==> src/rtl/score_time_pkg.sv <==
// score_time_pkg
// Shared types and constants for the score/timer counter.
//   bcd_digit_t  : one BCD digit
//   bcd3_t       : three BCD digits, hundreds in the top nibble
//   game_state_e : game run/expire state
//   BCD3_*       : three-digit BCD constants used as operands and limits
//   bcd2_valid() : true when both nibbles of a two-digit BCD value are 0..9
package score_time_pkg;

    typedef logic [3:0] bcd_digit_t;

    typedef struct packed {
        bcd_digit_t hundreds;
        bcd_digit_t tens;
        bcd_digit_t ones;
    } bcd3_t;

    typedef enum logic [1:0] {
        ST_IDLE     = 2'd0,
        ST_RUNNING  = 2'd1,
        ST_EXPIRED  = 2'd2
    } game_state_e;

    localparam bcd3_t BCD3_MAX  = 12'h999;
    localparam bcd3_t BCD3_ZERO = 12'h000;
    localparam bcd3_t BCD3_ONE  = 12'h001;
    localparam bcd3_t BCD3_NINE = 12'h009;
    localparam bcd3_t BCD3_TEN  = 12'h010;

    function automatic logic bcd2_valid(input logic [7:0] v);
        return (v[7:4] <= 4'd9) && (v[3:0] <= 4'd9);
    endfunction

endpackage

==> src/rtl/bcd3_addsub.sv <==
// bcd3_addsub
// Combinational three-digit BCD add or subtract with clamping.
// Ports:
//   a_i   [11:0] in  first operand, three BCD digits
//   b_i   [11:0] in  second operand, three BCD digits
//   sub_i        in  0: y = a + b (saturates at 999), 1: y = a - b (floors at 000)
//   y_o   [11:0] out result, three BCD digits
module bcd3_addsub
    import score_time_pkg::*;
(
    input  logic [11:0] a_i,
    input  logic [11:0] b_i,
    input  logic        sub_i,
    output logic [11:0] y_o
);

    logic [2:0][3:0] a_dig;
    logic [2:0][3:0] b_dig;
    logic [2:0][3:0] r_dig;
    logic [4:0]      acc;
    logic            cy;

    // Ripple digit by digit from the ones place; cy is carry when adding and
    // borrow when subtracting. A carry/borrow out of the hundreds digit means
    // the true result left 000..999, so clamp.
    always_comb begin
        a_dig = a_i;
        b_dig = b_i;
        r_dig = '0;
        acc   = '0;
        cy    = 1'b0;
        for (int i = 0; i < 3; i++) begin
            if (!sub_i) begin
                acc = {1'b0, a_dig[i]} + {1'b0, b_dig[i]} + {4'd0, cy};
                if (acc > 5'd9) begin
                    acc = acc - 5'd10;
                    cy  = 1'b1;
                end else begin
                    cy  = 1'b0;
                end
            end else begin
                // A negative digit result shows up as bit 4 set.
                acc = {1'b0, a_dig[i]} - {1'b0, b_dig[i]} - {4'd0, cy};
                if (acc[4]) begin
                    acc = acc + 5'd10;
                    cy  = 1'b1;
                end else begin
                    cy  = 1'b0;
                end
            end
            r_dig[i] = acc[3:0];
        end
        if (cy) begin
            y_o = sub_i ? BCD3_ZERO : BCD3_MAX;
        end else begin
            y_o = r_dig;
        end
    end

endmodule

==> src/rtl/score_time_counter.sv <==
// score_time_counter
// Game score (3 BCD digits) and one-second countdown timer (3 BCD digits)
// with an IDLE / RUNNING / EXPIRED state machine.
// Optional feature: define TIMER_BONUS_EN to honour time_bonus (+10 s).
// Ports:
//   clk, resetN (async, active-low)
//   start       pulse: clear score, load timer, enter RUNNING (highest priority)
//   pause       level: freeze prescaler/timer, block add_points and time_bonus
//   add_points  pulse: add points_bcd (two BCD digits) to score, saturating
//   time_bonus  pulse: add 10 s to timer (TIMER_BONUS_EN only)
//   digit_score_*, digit_time_*  registered BCD digits
//   running / time_up            high in RUNNING / EXPIRED
module score_time_counter
    import score_time_pkg::*;
#(
    parameter int          CLKS_PER_SEC   = 31_500_000,
    parameter logic [11:0] START_TIME_BCD = 12'h120
) (
    input  logic       clk,
    input  logic       resetN,
    input  logic       start,
    input  logic       pause,
    input  logic       add_points,
    input  logic [7:0] points_bcd,
    input  logic       time_bonus,
    output logic [3:0] digit_score_ones,
    output logic [3:0] digit_score_tens,
    output logic [3:0] digit_score_hundreds,
    output logic [3:0] digit_time_ones,
    output logic [3:0] digit_time_tens,
    output logic [3:0] digit_time_hundreds,
    output logic       running,
    output logic       time_up
);

    localparam int            PW         = (CLKS_PER_SEC > 1) ? $clog2(CLKS_PER_SEC) : 1;
    localparam logic [PW-1:0] PRESC_LAST = PW'(CLKS_PER_SEC - 1);

    game_state_e   state_q, state_d;
    bcd3_t         score_q, score_d;
    bcd3_t         timer_q, timer_d;
    logic [PW-1:0] presc_q, presc_d;

    logic          active;
    logic          tick;
    logic          add_ok;
    logic          timer_evt;
    logic          timer_sub;
    bcd3_t         timer_op;
    bcd3_t         score_sum;
    bcd3_t         timer_res;

    assign active = (state_q == ST_RUNNING) && !pause;
    assign tick   = active && (presc_q == PRESC_LAST);
    // A malformed points value drops the whole event rather than a digit.
    assign add_ok = active && add_points && bcd2_valid(points_bcd);

`ifdef TIMER_BONUS_EN
    logic bonus;
    assign bonus     = active && time_bonus;
    assign timer_evt = tick || bonus;
    // Tick plus bonus is applied as one +9 so saturation and expiry see the
    // net change; a bonus therefore always keeps the timer off 000.
    assign timer_sub = !bonus;
    assign timer_op  = !bonus ? BCD3_ONE : (tick ? BCD3_NINE : BCD3_TEN);
`else
    logic unused_time_bonus;
    assign unused_time_bonus = time_bonus;
    assign timer_evt = tick;
    assign timer_sub = 1'b1;
    assign timer_op  = BCD3_ONE;
`endif

    bcd3_addsub u_score_add (
        .a_i   (score_q),
        .b_i   ({4'd0, points_bcd}),
        .sub_i (1'b0),
        .y_o   (score_sum)
    );

    bcd3_addsub u_timer_step (
        .a_i   (timer_q),
        .b_i   (timer_op),
        .sub_i (timer_sub),
        .y_o   (timer_res)
    );

    always_ff @(posedge clk or negedge resetN) begin
        if (!resetN) begin
            state_q <= ST_IDLE;
            score_q <= BCD3_ZERO;
            timer_q <= START_TIME_BCD;
            presc_q <= '0;
        end else begin
            state_q <= state_d;
            score_q <= score_d;
            timer_q <= timer_d;
            presc_q <= presc_d;
        end
    end

    always_comb begin
        state_d = state_q;
        score_d = score_q;
        timer_d = timer_q;
        presc_d = presc_q;
        if (start) begin
            state_d = ST_RUNNING;
            score_d = BCD3_ZERO;
            timer_d = START_TIME_BCD;
            presc_d = '0;
        end else if (state_q == ST_RUNNING) begin
            if (add_ok) begin
                score_d = score_sum;
            end
            if (timer_evt) begin
                timer_d = timer_res;
            end
            if (tick && (timer_res == BCD3_ZERO)) begin
                state_d = ST_EXPIRED;
            end
            if (!pause) begin
                presc_d = tick ? '0 : presc_q + 1'b1;
            end
        end
    end

    assign digit_score_ones     = score_q.ones;
    assign digit_score_tens     = score_q.tens;
    assign digit_score_hundreds = score_q.hundreds;
    assign digit_time_ones      = timer_q.ones;
    assign digit_time_tens      = timer_q.tens;
    assign digit_time_hundreds  = timer_q.hundreds;
    assign running              = (state_q == ST_RUNNING);
    assign time_up              = (state_q == ST_EXPIRED);

endmodule

==> config.mk <==
export PLATFORM = sky130hd
export DESIGN_NAME = score_time_counter
export DESIGN_NICKNAME = d
export VERILOG_FILES = /design/src/rtl/score_time_pkg.sv /design/src/rtl/bcd3_addsub.sv /design/src/rtl/score_time_counter.sv
export SDC_FILE = /design/constraint.sdc
export NUM_CORES = 1
export LEC_CHECK = 0
export BUFFER_PORTS_ARGS = -buffer_cell sky130_fd_sc_hd__buf_2
export CAP_MARGIN = 40
export CORE_MARGIN = 8
export CORE_UTILIZATION = 40
export CTS_CLUSTER_DIAMETER = 60
export CTS_CLUSTER_SIZE = 28
export DETAILED_ROUTE_END_ITERATION = 6
export PLACE_DENSITY = 0.61
export SYNTH_ARGS = -nofsm -noshare
export SYNTH_HDL_FRONTEND = slang
export SYNTH_SLANG_ARGS = --single-unit
==> constraint.sdc <==
create_clock -name clk -period 4.75 [get_ports clk]
set_input_delay 0.2375 -clock clk [delete_from_list [all_inputs] [get_ports clk]]
set_output_delay 0.2375 -clock clk [all_outputs]
set_load 0.01 [all_outputs]
==> metrics <==
crit path DAT 4.79 ns; Fill cells ~860; root buf cell clkbuf_8; pwr/cell area 215.5 mW/mm^2; sequential share of power 0.533; Max Clk Rate ~220 MHz; vias per inst 5.575; Iteration-0 DRC Markers roughly 100; proportion of power drawn by the clock network 0.299; Num CTS Buffers 5; Most used DFF post-synth dfrtp_1; most common cell after layout, fill and taps aside dfrtp_1; DRC 0; post-synthesis sequential area ratio 0.3723; Die Y around 110 um; wire length per cell between 15 and 20 um; post-synthesis cell type count between 70 and 80; run status complete, no violations; Post-Syn Area 0.003435 sq mm; Synth Register Bits 51; clk_lat worst skew 0.31 ns; first-pass GRT wire length roughly 14000 um; Nets 440; dpl cells 502; relative slew slack 0.4951; Critical Path End Type flip-flop; Cell Count, Final, Fillers Out 513; Pre-Repair DR Iteration Count 4; Port Buffers 38; Post-Route Skew 0.006521 ns; Internal Pwr Total 0.6008 mW; diode count 0; Core Util, Final 0.4550; startpoint class of the critical path flip-flop; Combinational Power Share 0.168; final instance area between 0.003 and 0.004 sq mm; CP required around 5.0 ns; Worst path max stage delay 0.42 ns; syn nets 399; initial core utilization 0.4037; final period utilization 0.9606; Core Rows 34; Synthesis Warnings 0; layout cell share with drive strength beyond 1 0.1827; worst setup path end digit_score_tens[1]$_DFFE_PN0P_; max_cap viols 0; worst IR drop on VDD between 0.07 and 0.08 mV; top-area cell type share of the netlist area 0.3570; HPWL after DPL 5853 um; Die W 108.7 um; Reg2Reg Setup Slack 0.19 ns; crit path cell chain ha_1 -> inv_1 -> fa_2 -> xor2_2 -> nand2_1 -> a21oi_1 -> fa_1 -> inv_1 -> fa_1 -> xnor2_2 -> and2_4 -> o21a_1 -> inv_1 -> ha_1 -> ha_1 -> nand2b_1 -> a21o_1 -> and2_1 -> or4_1 -> o211ai_1; sw power 0.2333 mW; Max Transition Viols Final 0; CTS tree yes; largest area contributor in the netlist dfrtp_1; area of the multi-input gates 0.002058 sq mm; vias 2860; Hold Path Class in2async; ys async rst share 1.000; Critical Path Start digit_score_ones[0]$_DFFE_PN0P_; Hold Violations, Final 0; Final setup viols 0; Pwr Total 0.8341 mW; sequential cell area 0.001279 sq mm; worst reg2reg path endpoint digit_score_tens[1]$_DFFE_PN0P_; RePlAce Congestion 0.7921; Area after DPL approximately 0.0037 sq mm; crit-path max FO 4; gate count of the mapped netlist 363; most frequent cells in the layout dfrtp_1 (49), buf_2 (38), nor2_1 (35); Post-Syn Area per Cell 9.462 sq um; detailed-route wire length 8022 um; Reg2Reg Launch Point digit_score_ones[0]$_DFFE_PN0P_; clock transition at the registers of the reported paths 0.09 ns; core footprint 0.008508 sq mm; Switching Fraction 0.2797; Leak 1.776 nW; ranking of synthesized cells by area dfrtp_1 (36%), ha_1 (6.9%), xnor2_1 (4.1%); R2R cell count 20; largest net degree at the start of global routing 52; H-tree depth 2; Area Growth Syn to Fin 12.71%; CTS sink count 51; grt ovf 0; crit path kind reg2reg; Post-synth EDFFs 0; largest buffer count on any clock path 2; fin crit period 4.563 ns; GRT Overall Usage 0.1411; worst slew pin tran 0.7495 ns; Final ANT Viol Nets 0; worst slack at placement 0.03353 ns; fin worst setup slack 0.1872 ns; slowest CP cell fa_1; I/O pins 40; initial antenna violation count 0; die area 0.01181 sq mm; number of global-route vias before repair 2837
## how the worst min path moves through the flow
stage                                                endpoint  slack [ns]  cells after the start
after floorplan           digit_score_hundreds[0]$_DFFE_PN0P_       -0.06                      0
after global placement                 presc_q[5]$_DFFE_PN0P_        0.40                      2
after detailed placement               presc_q[5]$_DFFE_PN0P_        0.41                      2
after CTS                              presc_q[5]$_DFFE_PN0P_        0.07                      2
after global routing                   presc_q[5]$_DFFE_PN0P_        0.10                      2
final                                  presc_q[5]$_DFFE_PN0P_        0.04                      2
## power by group through the flow
stage | registers, mW | logic (mW) | clock network (mW)
after global routing | 0.446 | 0.157 | 0.273
after detailed placement | 0.453 | 0.126 | 0
after floorplan | 0.454 | 0.0820 | 0
final | 0.445 | 0.140 | 0.250
after global placement | 0.453 | 0.122 | 0
after CTS | 0.445 | 0.128 | 0.255
## per-stage QoR
stage	TNS [ns]	hold slack [ns]
finish	0	0.04494
global route	-0.03893	0.1026
CTS	0	0.07314
detailed placement	0	0.4081
global placement	0	0.4042
floorplan	0	-0.05809
## synthesized netlist by cell type (3+ instances only)
master     n
nand2_1   19
nor4b_1    5
nor3b_1    3
and4_1     6
nand3_1    9
and3_1     6
nor2_1    35
fa_1       3
o211ai_1   4
o21ai_1    4
a21oi_1   16
o31ai_1    4
o21ai_0   10
and2_1     6
clkbuf_1   6
nor3_1     9
buf_2      3
a31oi_1    4
ha_1      19
xor2_1    12
nand4_1    7
nor2b_1    8
nand2b_1   8
dfrtp_1   49
inv_1     22
o22ai_1    5
a21o_1     6
xnor2_1   16
a32o_1     3
## sequential cells by signal, summed over array words and instances (netlist names)
register and cells:
digit_time_hundreds 4, presc_q 25, digit_score_tens 4, digit_time_tens 4
state_q 2, digit_score_hundreds 4, digit_time_ones 4, digit_score_ones 4
## cell families after synthesis
| kind of cell | count (synthesis) | share of synthesized area |
|---|---|---|
| flip-flops | 51 | 0.3723 |
| adder cells (fa/ha/maj) | 22 | 0.08670 |
| XOR/XNOR | 28 | 0.07140 |
| AND/OR/NAND/NOR | 144 | 0.2514 |
| multiplexers | 4 | 0.01239 |
| AO/OA/AOI/OAI | 82 | 0.1694 |
| buffers and inverters | 32 | 0.03643 |
## layout make-up
type	instances	share of cell area
Inverter	22	0.02133
Multi-Input combinational cell	280	0.5317
Sequential cell	51	0.3303
Clock buffer	7	0.01972
Tap cell	108	0.03491
Timing Repair Buffer	44	0.06076
Clock inverter	1	0.001293
## layer usage
layer / GRT usage / vias to the layer above / share of wire
li1: - / 1409 / -
met1: 0.1789 / 1396 / 0.47
met2: 0.2380 / 43 / 0.48
met3: 0.02778 / 12 / 0.035
met4: 0.04203 / 0 / 0.014
met5: 0 / - / 0
## repair_timing
action / CTS / global route
buffers inserted: 0 / 3
endpoints found under the setup margin: 1 / 6
gates resized for setup: 1 / 6
endpoints found under the hold margin: 0 / 0
hold buffers: 0 / 0
pin swaps: 0 / 2
## critical path, delay by kind of cell (launching register included)
family                   cells  cell delay (ns)
adder cells (fa/ha/maj)      6             1.71
AO/OA/AOI/OAI                4             0.71
buffers and inverters        3             0.16
XOR/XNOR                     2             0.49
flip-flops                   1             0.38
AND/OR/NAND/NOR              5             1.03
Power figures use the tool's default switching activity.
